$ cat src/rtl/operand_stream_sequencer_pkg.sv
// Shared types and size helpers for the operand stream sequencer.
package operand_stream_sequencer_pkg;

  typedef enum logic [1:0] {
    ST_LOAD = 2'd0,
    ST_WAIT = 2'd1,
    ST_SEND = 2'd2
  } state_t;

  localparam int DEF_LOG2_BYTES_IN  = 3;
  localparam int DEF_LOG2_BYTES_OUT = 2;
  localparam int DEF_WAIT_CYCLES    = 2;

  function automatic int bytes_of(input int log2_bytes);
    return 1 << log2_bytes;
  endfunction

endpackage

$ cat src/rtl/operand_stream_sequencer.sv
// Converts a host valid/ready byte stream into datapath operand writes and
// streams the registered datapath result back out, one frame at a time.
module operand_stream_sequencer
  import operand_stream_sequencer_pkg::*;
#(
  parameter int LOG2_BYTES_IN  = DEF_LOG2_BYTES_IN,
  parameter int LOG2_BYTES_OUT = DEF_LOG2_BYTES_OUT,
  parameter int WAIT_CYCLES    = DEF_WAIT_CYCLES
) (
  input  logic                      clk,
  input  logic                      rst_n,
  input  logic [7:0]                in_data,
  input  logic                      in_valid,
  output logic                      in_ready,
  output logic [7:0]                out_data,
  output logic                      out_valid,
  input  logic                      out_ready,
  input  logic                      flush,
  output logic [7:0]                dp_data_in,
  output logic [LOG2_BYTES_IN-1:0]  dp_sel_in,
  output logic                      dp_we,
  output logic [LOG2_BYTES_OUT-1:0] dp_sel_out,
  input  logic [7:0]                dp_result,
  output logic                      busy,
  output logic [7:0]                frame_count
);

  localparam int BYTES_IN  = bytes_of(LOG2_BYTES_IN);
  localparam int BYTES_OUT = bytes_of(LOG2_BYTES_OUT);
  localparam int WAIT_W    = (WAIT_CYCLES > 1) ? $clog2(WAIT_CYCLES) : 1;

  localparam logic [LOG2_BYTES_IN-1:0]  IN_LAST   = LOG2_BYTES_IN'(BYTES_IN - 1);
  localparam logic [LOG2_BYTES_OUT-1:0] OUT_LAST  = LOG2_BYTES_OUT'(BYTES_OUT - 1);
  localparam logic [WAIT_W-1:0]         WAIT_INIT = WAIT_W'(WAIT_CYCLES - 1);

  state_t                      state_r, state_s;
  logic [LOG2_BYTES_IN-1:0]    in_cnt_r, in_cnt_s;
  logic [LOG2_BYTES_OUT-1:0]   out_cnt_r, out_cnt_s;
  logic [WAIT_W-1:0]           wait_cnt_r, wait_cnt_s;
  logic [7:0]                  frame_count_r, frame_count_s;
  logic                        in_ready_s, out_valid_s, dp_we_s, busy_s;

  // Output decode and next-state/counter logic; flush overrides all sequencing.
  always_comb begin
    state_s       = state_r;
    in_cnt_s      = in_cnt_r;
    out_cnt_s     = out_cnt_r;
    wait_cnt_s    = wait_cnt_r;
    frame_count_s = frame_count_r;
    in_ready_s    = 1'b0;
    out_valid_s   = 1'b0;
    dp_we_s       = 1'b0;
    busy_s        = 1'b0;

    case (state_r)
      ST_LOAD: begin
        in_ready_s = 1'b1;
        dp_we_s    = in_valid & ~flush;
      end
      ST_WAIT: begin
        busy_s = 1'b1;
      end
      ST_SEND: begin
        out_valid_s = 1'b1;
        busy_s      = 1'b1;
      end
      default: begin
        busy_s = 1'b0;
      end
    endcase

    if (flush) begin
      state_s    = ST_LOAD;
      in_cnt_s   = {LOG2_BYTES_IN{1'b0}};
      out_cnt_s  = {LOG2_BYTES_OUT{1'b0}};
      wait_cnt_s = {WAIT_W{1'b0}};
    end else begin
      case (state_r)
        ST_LOAD: begin
          if (in_valid) begin
            if (in_cnt_r == IN_LAST) begin
              in_cnt_s   = {LOG2_BYTES_IN{1'b0}};
              wait_cnt_s = WAIT_INIT;
              state_s    = ST_WAIT;
            end else begin
              in_cnt_s = in_cnt_r + LOG2_BYTES_IN'(1);
            end
          end else begin
            in_cnt_s = in_cnt_r;
          end
        end
        // Terminal count of zero means the result register is already valid.
        ST_WAIT: begin
          if (wait_cnt_r == {WAIT_W{1'b0}}) begin
            state_s = ST_SEND;
          end else begin
            wait_cnt_s = wait_cnt_r - WAIT_W'(1);
          end
        end
        ST_SEND: begin
          if (out_ready) begin
            if (out_cnt_r == OUT_LAST) begin
              out_cnt_s     = {LOG2_BYTES_OUT{1'b0}};
              frame_count_s = frame_count_r + 8'd1;
              state_s       = ST_LOAD;
            end else begin
              out_cnt_s = out_cnt_r + LOG2_BYTES_OUT'(1);
            end
          end else begin
            out_cnt_s = out_cnt_r;
          end
        end
        default: begin
          state_s    = ST_LOAD;
          in_cnt_s   = {LOG2_BYTES_IN{1'b0}};
          out_cnt_s  = {LOG2_BYTES_OUT{1'b0}};
          wait_cnt_s = {WAIT_W{1'b0}};
        end
      endcase
    end
  end

  // State and counter registers.
  always_ff @(posedge clk or negedge rst_n) begin
    if (!rst_n) begin
      state_r       <= ST_LOAD;
      in_cnt_r      <= {LOG2_BYTES_IN{1'b0}};
      out_cnt_r     <= {LOG2_BYTES_OUT{1'b0}};
      wait_cnt_r    <= {WAIT_W{1'b0}};
      frame_count_r <= 8'd0;
    end else begin
      state_r       <= state_s;
      in_cnt_r      <= in_cnt_s;
      out_cnt_r     <= out_cnt_s;
      wait_cnt_r    <= wait_cnt_s;
      frame_count_r <= frame_count_s;
    end
  end

  assign in_ready    = in_ready_s;
  assign out_valid   = out_valid_s;
  assign dp_we       = dp_we_s;
  assign busy        = busy_s;
  assign frame_count = frame_count_r;
  assign dp_data_in  = in_data;
  assign dp_sel_in   = in_cnt_r;
  assign dp_sel_out  = out_cnt_r;
  assign out_data    = dp_result;

endmodule

$ cat config.mk
export PLATFORM = sky130hd
export DESIGN_NAME = operand_stream_sequencer
export DESIGN_NICKNAME = d
export VERILOG_FILES = /design/src/rtl/operand_stream_sequencer_pkg.sv /design/src/rtl/operand_stream_sequencer.sv
export SDC_FILE = /design/constraint.sdc
export NUM_CORES = 1
export LEC_CHECK = 0
export BUFFER_PORTS_ARGS = -buffer_cell sky130_fd_sc_hd__buf_2
export CAP_MARGIN = 0
export CORE_MARGIN = 2
export CORE_UTILIZATION = 39
export DETAILED_ROUTE_END_ITERATION = 8
export GPL_TIMING_DRIVEN = 0
export PLACE_DENSITY = 0.81
export SYNTH_ARGS = -nofsm -noshare
export SYNTH_HDL_FRONTEND = slang
export SYNTH_SLANG_ARGS = --single-unit
$ cat constraint.sdc
create_clock -name clk -period 1.4 [get_ports clk]
set_clock_uncertainty 0.1 [all_clocks]
set_input_delay 0.14 -clock clk [delete_from_list [all_inputs] [get_ports clk]]
set_output_delay 0.14 -clock clk [all_outputs]
set_load 0.02 [all_outputs]
# ---- After elaboration in Yosys (flattened, before gate mapping)
# Cells that the tools add are included.
dict set report op_classes {
  add_sub_neg 4
  n_mul 0
  div 0
  order_cmp 0
  eq_ne 12
  n_shift 0
  n_mux 24
  bitwise 2
  n_reduce_logical 8
}
# operator count
set op_table {}
lappend op_table {{two-way mux 2 bit} 9}
lappend op_table {{inequality test 3 bit, second input constant} 5}
lappend op_table {{two-way mux 3 bit} 3}
lappend op_table {{adder 8 x 1 -> 8 bit, second input constant} 1}
lappend op_table {{two-way mux 1 bit} 8}
lappend op_table {{case mux 2 bit (3 select lines)} 1}
lappend op_table {{case mux 3 bit (2 select lines)} 1}
lappend op_table {{AND reduction 5 bit} 1}
lappend op_table {{== test 2 bit, second input constant} 2}
lappend op_table {{inequality test 2 x 1 -> 1 bit, second input constant} 2}
lappend op_table {{case mux 2 bit (2 select lines)} 1}
lappend op_table {{AND reduction 2 bit} 2}
lappend op_table {{AND reduction 4 bit} 1}
lappend op_table {{OR reduction 2 bit} 2}
lappend op_table {{adder 3 x 1 -> 3 bit, second input constant} 1}
lappend op_table {{== test 3 bit, second input constant} 1}
lappend op_table {{case mux 1 bit (3 select lines)} 1}
lappend op_table {{AND reduction 3 bit} 1}
lappend op_table {{adder 2 x 1 -> 2 bit, second input constant} 1}
lappend op_table {{== test 2 x 1 -> 1 bit, second input constant} 1}
lappend op_table {{logical NOT 2 bit} 1}
lappend op_table {{inequality test 2 bit, second input constant} 1}
lappend op_table {{AND 1 bit} 1}
lappend op_table {{NOT 1 bit} 1}
lappend op_table {{subtractor 1 bit, second input constant} 1}
dict set report totals {
  register_bits 16
  latch_bits 0
  ramBits 0
  mem_bits_ro 0
  in_bits 21
  output_inout_bits 33
  elab_cells 55
  mem_count 0
}

# ---- Depth between registers and ports, before layout
# Gate-level depths: netlist (run 1).
dict set report logic_depth {
  depth_word 5
  depth_mapped 6
  mapped_depth_nobuf 5
}

# ---- Worst setup path after synthesis (run 1)
# No wires, ideal clock.
dict set report synth_path {
  kind {register -> register}
  from {register state_r[0]}
  to {register frame_count_r[1] (netlist: frame_count[1])}
  setup_ps 128
  arrival_time_ps 1474
  required_time_ps 1172
  slack_ps -302
  path_stages_with_launch 6
  n_path_buf 1
  synth_period_minus_slack_ps 1702
  path_cell_list {dfrtp_1 inv_1 ha_1 and4b_1 buf_2 mux2_1}
}
dict set report synth_via {
  elab_chain_len 2
}
# element line
set synth_rtl {}
lappend synth_rtl {{start: declaration} operand_stream_sequencer.sv:36} ;# state_t state_r, state_s;
lappend synth_rtl {{start signal: assignment} operand_stream_sequencer.sv:132} ;# state_r <= state_s;
lappend synth_rtl {{== test 2 bit} operand_stream_sequencer.sv:78} ;# case (state_r)
lappend synth_rtl {{AND reduction 4 bit (no line)} -}
lappend synth_rtl {{end signal: assignment} operand_stream_sequencer.sv:136} ;# frame_count_r <= frame_count_s;
lappend synth_rtl {{end: declaration} operand_stream_sequencer.sv:40} ;# logic [7:0] frame_count_r, frame_count_s;
# No other way between the ends.
# A chain may end at the register's enable or synchronous reset.

# ---- Final worst setup path (run 1)
# Ends and elaborated chain as after synthesis.

==> results of run 1 <==
power breakdown:
group	total, mW	internal, mW	switching [mW]
sequential	0.473	0.467	0.00557
combinational	0.178	0.0851	0.0928
clock	0.322	0.159	0.163
total	0.973	0.711	0.262
state kept, by name (all words and copies together) (netlist names):
| name | flops |
|---|---|
| frame_count | 8 |
| dp_sel_in | 3 |
| dp_sel_out | 2 |
| state_r | 2 |
| wait_cnt_r | 1 |
what timing repair did:
item                                   CTS  global route
endpoints found under the hold margin   16             0
setup buffers                           13             1
cloned                                   0             0
gates resized for setup                 34             5
hold buffers                             1             0
pin swaps                               17             5
setup endpoints to repair               17            19
metal layers:
| metal | global-route usage (%) | vias to the layer above | routed length (um) |
|---|---|---|---|
| met5 | 0 | - | 0 |
| met4 | 2.50 | 0 | 0 |
| met3 | 6.28 | 0 | 141 |
| met2 | 37.8 | 28 | 1490 |
| met1 | 18.7 | 441 | 972 |
| li1 | - | 441 | - |
worst reg2reg max path, cell delays in order (launching register included):
cell and delay, ps:
dfrtp_1 420, inv_2 110, ha_4 180, and4b_1 230
buf_6 160, mux2_4 300
logic make-up (layout without fill, tap and decap cells):
group | count (synthesis) | after routing | share of synthesized area (%)
simple gates | 27 | 27 | 16.7
flops | 16 | 16 | 40.5
buf+inv | 23 | 79 | 15.3
mux | 3 | 3 | 3.29
xor+xnor | 7 | 7 | 6.20
compound gates | 14 | 14 | 9.12
fa+ha+maj | 7 | 7 | 8.86
through the flow:
stage                     std cells  utilization (%)  hold WS (ps)  power [mW]  TNS (ps)
after floorplan                  97                -          -256       0.582      -710
after global placement          164             53.1         -30.0       0.629      -765
after detailed placement        164             53.1         -18.2       0.635     -1240
after CTS                       182             65.5          72.6       0.974     -2180
after global routing            183             66.6           108        1.01     -3290
final                           183             66.6          90.6       0.973     -2320
area by class of cell:
cell class	instances	area, um^2
timing repair buffer	52	353
sequential	16	404
inverter	5	18.8
fill	194	813
clock buffer	4	36.3
multi-input combinational	58	631
buffer	18	139
tap	30	37.5
worst max path at each step:
stage                       from        endpoint  slack, ps  depth (start not counted)
floorplan             state_r[1]    dp_sel_in[0]       -150                          5
global placement      state_r[0]  frame_count[1]       -140                          5
detailed placement    state_r[1]    dp_sel_in[0]       -220                          5
CTS                 dp_sel_in[0]    dp_sel_in[0]       -210                          4
global route          state_r[0]  frame_count[3]       -260                          6
finish                state_r[0]  frame_count[1]       -210                          5
placed cells by master (no fill, tap or decap), types with 3 or more instances in the layout:
| cell type | count |
|---|---|
| buf_2 | 33 |
| buf_4 | 26 |
| buf_6 | 9 |
| clkbuf_4 | 3 |
| dfrtp_1 | 13 |
| dfrtp_2 | 3 |
| ha_4 | 5 |
| inv_2 | 3 |
| nor2b_4 | 3 |
| xnor2_1 | 5 |
==> metrics.csv, run 1 <==
metric,value,unit
post-route cell area,1620,um^2
grt ovf,0,
synth warn,0,
Worst-Skew Late Latency,290,ps
Max Cap Viol,0,
Syn-to-layout area delta,63.8,%
vias per cell,4.97,
routed wire length,2600,um
global-route wire length before repair,3960,um
die span in x,54.3,um
Worst Hold Class,input port to flip-flop,
main area contributors after synthesis,"dfrtp_1 41%, buf_4 13%, ha_1 8.9%",
fin worst setup slack,-207,ps
violated checks,negative setup slack,
number of synthesized register bits,16,
RR Startpoint,state_r[0],
share of layout cells above drive strength 1,70.6,%
critical path arrival,1700,ps
PD cells,601,nW/um^2
share of the synthesized area in the top cell type,40.5,%
Worst Hold Launch,flush,
Leak,0.838,nW
RSZ-0062 raised after global routing,yes,
sequential area share after synthesis,40.5,%
Root Buffer,clkbuf_4,
CTS max path bufs,2,
number of flops mapped to enable cells by yosys,0,
Vias,910,
post-layout min period,1610,ps
initial antenna violation count,0,
"Cell Chain, Critical Path","inv_2, ha_4, and4b_1, buf_6, mux2_4",
GP Congestion,0.779,
I/O Buffers,37,
dpl ws,-215,ps
Total GRT Usage,18.8,%
Die Height,54.3,um
# DRC,0,
"Slew Viols, Final",0,
CP max stage delay,420,ps
Nets,182,
H-tree Lvls,1,
core footprint,2430,um^2
Mapped Avg Cell Area,10.2,um^2
CP Data Required Time,1490,ps
vias in the first global route,933,
synth cell count leaders,"17 x buf_4, 16 x dfrtp_1, 7 x ha_1, 6 x xnor2_1, 5 x inv_1",
"count leader, synth",buf_4,
row count,18,
Unique masters post-synth,35,
DR iter-0 viols,7,
wire per inst,14.2,um
clock-pin slew on the worst setup and hold paths,100,ps
CP Max Fanout,8,
outcome,"finished, violations left",
Max Freq,622,MHz
Top delay family on crit path,flip-flops,
Register-to-Register Path Depth,5,
Relative slew margins,75.2,%
clk sinks,16,
first-pass iteration count of the detailed router,4,
Main synth FF type,dfrtp_1,
WHS Path Cells,4,
final setup violation count,18,
CP endpoint kind,flip-flop,
Hold EP,dp_sel_out[1],
Mapped Cells,97,
TritonCTS clock tree,yes,
Area after DPL,1290,um^2
crit path buf inv count,2,
DP Wirelength,1760,um
clock buffer count from CTS,3,
# diodes,0,
I/O pin count,54,
Initial Utilization,40.6,%
Crit-path slowest cell,dfrtp_1,
Max IR drop VDD,574,uV
"reg-to-reg slack, setup",-210,ps
syn nets,125,
Worst Tran Pin Value,373,ps
Post-Synthesis Cell Area,988,um^2
Tcrit/Tclk final,115,%
largest net degree at the start of global routing,17,
Worst Setup Start Kind,flip-flop,
die area,2950,um^2
critical path class,flip-flop to flip-flop,
final hold violations,0,
Yosys top cell by area,dfrtp_1,
Reg-to-Reg End,frame_count[1],
Async SR Flop Fraction,100,%
ANT nets after route,0,
No activity file was read; power rests on OpenSTA's default activity.
==> run 2: changes to the inputs <==
RECOVER_POWER = 25   (was not set)
==> run 2 against run 1 <==
Net effect:
- clock power about the same
- core utilization decreased by 0.57 points
- the flow still finishes with violations (negative setup slack)
- largest cell class unchanged
- final area decreased by 0.85%
- final cell count unchanged
- count of clock-buffer cells in the layout unchanged
- setup slack about the same
- flip-flop and latch count unchanged
- maximum frequency about the same
- die area unchanged
- first-iteration DRC count unchanged
- critical path type unchanged
==> metrics.csv, run 2 (synthesized netlist as in run 1, its figures left out) <==
metric,value,unit,change
Max Cap Viol,0,,unchanged
first-pass iteration count of the detailed router,4,,unchanged
Nets,182,,unchanged
Leak,0.808,nW,-3.6%
Root Buffer,clkbuf_4,,
gr busiest metal,met2,,
core footprint,2430,um^2,unchanged
Vias,909,,-0.11%
H-tree Lvls,1,,unchanged
CTS max path bufs,2,,unchanged
Sw Pwr,262,uW,+0.30%
met2 GRT Util,37.8,%,unchanged
Internal,706,uW,-0.65%
I/O Buffers,37,,unchanged
CP max stage delay,420,ps,about the same
post-layout min period,1610,ps,-0.00100 ps
Max Freq,622,MHz,about the same
post-route cell area,1610,um^2,-0.85%
PD cells,604,nW/um^2,+0.46%
Gate power share,18.0,%,-0.3 points
die area,2950,um^2,unchanged
routed wire length,2620,um,+0.61%
RSZ-0062 raised after global routing,yes,,
met1 Track Usage GR,18.7,%,unchanged
# DRC,0,,unchanged
"Slew Viols, Final",0,,unchanged
"commonest cells after routing, fill and taps aside","26 x buf_4, 22 x buf_2, 13 x dfrtp_1, 11 x clkbuf_1, 9 x buf_6",,
clock buffer count from CTS,3,,unchanged
Die Height,54.3,um,unchanged
vias in the first global route,933,,unchanged
Area after DPL,1290,um^2,unchanged
Fin Setup TNS,-2320,ps,-0.620 ps
Max IR drop VDD,574,uV,about the same
outcome,"finished, violations left",,
Final Util,66.0,%,-0.57 points
clock-pin slew on the worst setup and hold paths,100,ps,about the same
CP endpoint kind,flip-flop,,
met3 global-route usage,6.28,%,unchanged
clk sinks,16,,unchanged
max FFs per register,8,,unchanged
critical path arrival,1700,ps,about the same
Tcrit/Tclk final,115,%,about the same
Initial Utilization,40.6,%,unchanged
global-route wire length before repair,3960,um,unchanged
"commonest non-fill, non-tap cell in the layout",buf_4,,
power share of the clock group,33.2,%,about the same
wire per inst,14.3,um,+0.61%
# diodes,0,,unchanged
die span in x,54.3,um,unchanged
CP Data Required Time,1490,ps,about the same
ANT nets after route,0,,unchanged
critical path class,flip-flop to flip-flop,,
fin worst setup slack,-207,ps,+0.00100 ps
Syn-to-layout area delta,62.4,%,
initial antenna violation count,0,,unchanged
TritonCTS clock tree,yes,,
CP Max Fanout,8,,unchanged
largest net degree at the start of global routing,17,,unchanged
final hold violations,0,,unchanged
"Cell Chain, Critical Path","inv_2, ha_4, and4b_1, buf_6, mux2_4",,
DR iter-0 viols,7,,unchanged
Register-to-Register Path Depth,5,,unchanged
DP Wirelength,1760,um,unchanged
row count,18,,unchanged
final setup violation count,18,,unchanged
violated checks,negative setup slack,,
grt ovf,0,,unchanged
Worst Setup Start Kind,flip-flop,,
vias per cell,4.97,,-0.11%
Worst Hold Class,input port to flip-flop,,
Seq pwr share,48.8,%,+0.2 points
Total GRT Usage,18.8,%,unchanged
share of layout cells above drive strength 1,63.4,%,-7.2 points
sw frac,27.1,%,+0.19 points
Worst-Skew Late Latency,290,ps,about the same
GP Congestion,0.779,,unchanged
Crit-path slowest cell,dfrtp_1,,
Relative slew margins,75.2,%,unchanged
# fillers,200,,+3.1%
WHS Path Cells,4,,unchanged
Worst Tran Pin Value,373,ps,unchanged
I/O pin count,54,,unchanged
[run 2: area by class of cell]
| cell class | instances | area, um^2 | area share [%] |
|---|---|---|---|
| repair buffers | 52 | 339 | 21.1 |
| clock buffers | 4 | 36.3 | 2.26 |
| inverters | 5 | 18.8 | 1.17 |
| well taps | 30 | 37.5 | 2.34 |
| flip-flops and latches | 16 | 404 | 25.2 |
| multi-input cells | 58 | 631 | 39.3 |
| plain buffers | 18 | 139 | 8.65 |
[run 2: through the flow]
stage,setup WS (ps),hold WS [ps],total power [mW],instances
finish,-207,90.5,0.969,183
global route,-264,108,1.01,183
CTS,-213,72.6,0.974,182
detailed placement,-215,-18.2,0.635,164
global placement,-141,-30.0,0.629,164
floorplan,-151,-256,0.582,97
[run 2: path summary, 6_finish.rpt]
check	endpoint	slack, ps	from
worst min-delay path	dp_sel_out[1]	90	flush
min in group asynchronous	frame_count[5]	180	rst_n
max in group asynchronous	dp_sel_in[1]	740	rst_n
worst min register to register	frame_count[7]	380	frame_count[7]
worst max-delay path	frame_count[1]	-210	state_r[0]
worst max register to register	frame_count[1]	-210	state_r[0]
[run 2: power by group through the flow]
stage	clock network (mW)	registers (mW)	logic, mW
finish	0.322	0.473	0.174
floorplan	0	0.489	0.0936
detailed placement	0	0.484	0.152
global placement	0	0.483	0.146
global route	0.343	0.474	0.192
CTS	0.325	0.473	0.176
[run 2: metal layers]
metal  routed length (um)  up-vias
met5                    0        -
met4                    0        0
met3                  148        0
met2                 1490       28
met1                  982      439
li1                     -      442
[run 2: repair_timing]
action,4_1_cts,5_1_grt
hold buffers,1,0
pin swaps,17,5
setup endpoints to repair,17,19
resized for setup,34,5
cloned,0,0
setup buffers,13,1
endpoints found under the hold margin,16,0
[run 2: critical path: cells and delay by family, from the launching register on]
kind	cells	cell delay (ps)
adder cells (fa/ha/maj)	1	180
buffers and inverters	2	270
flip-flops	1	420
multiplexers	1	300
AND/OR/NAND/NOR	1	230
==> run 3: changes to the inputs <==
CTS_CLUSTER_DIAMETER = 150   (was not set)
PLACE_DENSITY = 0.74   (was 0.81)
==> run 3 against run 2 <==
Net effect:
- the run still ends with negative setup slack left
- highest routed layer is now met4
- worst hold slack got worse by 18 ps
- largest cell class unchanged
- critical endpoint is now dp_sel_in[1]
- final area decreased by 8.5%
- flip-flop and latch count is the same
==> metrics.csv, run 3 (synthesized netlist as in run 1, its figures left out) <==
metric,value,unit,change
vias per cell,5.01,,+0.77%
global-route wire length before repair,3510,um,-11%
Max Cap Viol,0,,unchanged
initial antenna violation count,0,,unchanged
largest net degree at the start of global routing,17,,unchanged
Root Buffer,clkbuf_4,,
sequential cell area,404,um^2,unchanged
"commonest non-fill, non-tap cell in the layout",buf_4,,
Fin Setup TNS,-1480,ps,+836 ps
Die Height,54.3,um,unchanged
critical path class,flip-flop to flip-flop,,
critical path arrival,1690,ps,about the same
CTS max path bufs,2,,unchanged
GP Congestion,0.793,,+1.8%
Tcrit/Tclk final,113,%,-1.7 points
ANT nets after route,0,,unchanged
CP endpoint kind,flip-flop,,
H-tree Lvls,1,,unchanged
Nets,176,,-3.3%
wire per inst,13.2,um,-7.7%
final setup violation count,15,,-3
die span in x,54.3,um,unchanged
Worst-Skew Late Latency,280,ps,about the same
I/O pin count,54,,unchanged
outcome,"finished, violations left",,
Gate power share,16.3,%,-1.7 points
Internal,694,uW,-1.7%
RSZ-0062 raised after global routing,yes,,
power share of the clock group,33.0,%,-0.2 points
Initial Utilization,40.6,%,unchanged
"commonest cells after routing, fill and taps aside","24 x buf_4, 22 x buf_2, 13 x dfrtp_1, 11 x clkbuf_1, 6 x buf_6",,
DR iter-0 viols,6,,-1
TritonCTS clock tree,yes,,
final hold violations,0,,unchanged
sw frac,25.8,%,-1.2 points
final hold slack,72.1,ps,-18.4 ps
row count,18,,unchanged
core footprint,2430,um^2,unchanged
Seq pwr share,50.6,%,+1.8 points
Vias,886,,-2.5%
clock buffer count from CTS,3,,unchanged
CP Data Required Time,1510,ps,+20 ps
Max IR drop VDD,319,uV,-44%
Worst Tran Pin Value,381,ps,+8.80 ps
Worst Hold Class,input port to flip-flop,,
post-layout min period,1580,ps,-24.3 ps
max FFs per register,8,,unchanged
first-pass iteration count of the detailed router,4,,unchanged
max layer used,met4,,
Sw Pwr,242,uW,-7.8%
area of the multi-input gates,563,um^2,-11%
Max Freq,632,MHz,+1.5%
# fillers,216,,+8.0%
routed wire length,2340,um,-11%
# DRC,0,,unchanged
I/O Buffers,37,,unchanged
clk sinks,16,,unchanged
Leak,0.727,nW,-10%
PD cells,637,nW/um^2,+5.6%
Syn-to-layout area delta,48.6,%,
Routed met2 length,1220,um,-18%
fin worst setup slack,-182,ps,+24.3 ps
clock-pin slew on the worst setup and hold paths,100,ps,about the same
grt ovf,0,,unchanged
"Slew Viols, Final",0,,unchanged
Total GRT Usage,16.4,%,-2.5 points
vias in the first global route,817,,-12%
violated checks,negative setup slack,,
CP Max Fanout,4,,-4
dpl ws,-200,ps,+15.0 ps
die area,2950,um^2,unchanged
met3 wire length,148,um,unchanged
DP Wirelength,1670,um,-5.3%
# diodes,0,,unchanged
share of layout cells above drive strength 1,54.4,%,-9.0 points
Relative slew margins,74.6,%,-0.59 points
Metal-1 WL,959,um,-2.3%
Worst Setup Start Kind,flip-flop,,
-- run 3: cell types whose count changed in the layout (fill, tap and decap cells not counted), sizes merged --
cell  delta
buf      -6
-- run 3: through the flow --
stage	instance area, um^2	cells	util (%)	power [mW]
global route	1470	177	60.4	0.984
global placement	1290	164	53.1	0.630
CTS	1440	175	59.1	0.962
floorplan	1070	97	-	0.582
detailed placement	1290	164	53.1	0.633
finish	1470	177	60.4	0.936
-- run 3: routing by layer --
metal | vias to the layer above | track usage [%]
met2 | 32 | 29.3
met5 | - | 0
met4 | 0 | 5.83
met3 | 2 | 2.73
li1 | 425 | -
met1 | 427 | 19.5
-- run 3: power groups by stage --
stage	clock network (mW)	logic (mW)	registers [mW]
after global routing	0.340	0.169	0.475
after floorplan	0	0.0936	0.489
after global placement	0	0.147	0.483
final	0.309	0.153	0.474
after CTS	0.334	0.154	0.474
after detailed placement	0	0.149	0.483
-- run 3: final timing paths --
| path | cells after the start | start | endpoint | slack (ps) |
|---|---|---|---|---|
| hold / removal | 3 | in_valid | dp_sel_in[2] | 70 |
| setup / recovery | 4 | dp_sel_in[0] | dp_sel_in[1] | -180 |
| max in group asynchronous | 2 | rst_n | dp_sel_out[0] | 710 |
| hold reg to reg | 1 | frame_count[5] | frame_count[5] | 400 |
| min in group asynchronous | 2 | rst_n | frame_count[4] | 190 |
| setup reg to reg | 4 | dp_sel_in[0] | dp_sel_in[1] | -180 |
-- run 3: timing repair --
| action | in CTS | in global routing |
|---|---|---|
| pin swaps | 10 | 7 |
| setup endpoints to repair | 16 | 19 |
| gates resized for setup | 14 | 6 |
| hold endpoints to repair | 16 | 0 |
| hold buffers | 1 | 0 |
| gates cloned | 0 | 0 |
| buffers inserted | 6 | 2 |
-- run 3: cell type report --
class	instances	share of cell area, %
Multi-Input combinational cell	58	38.3
Sequential cell	16	27.5
Timing Repair Buffer	46	18.4
Buffer	18	9.45
Tap cell	30	2.56
Clock buffer	4	2.47
Inverter	5	1.28
-- run 3: worst max-delay path: stages, from the launching register on --
cell and delay, ps:
dfrtp_2 450, ha_4 170, ha_4 160, or4b_1 470, a21oi_1 150
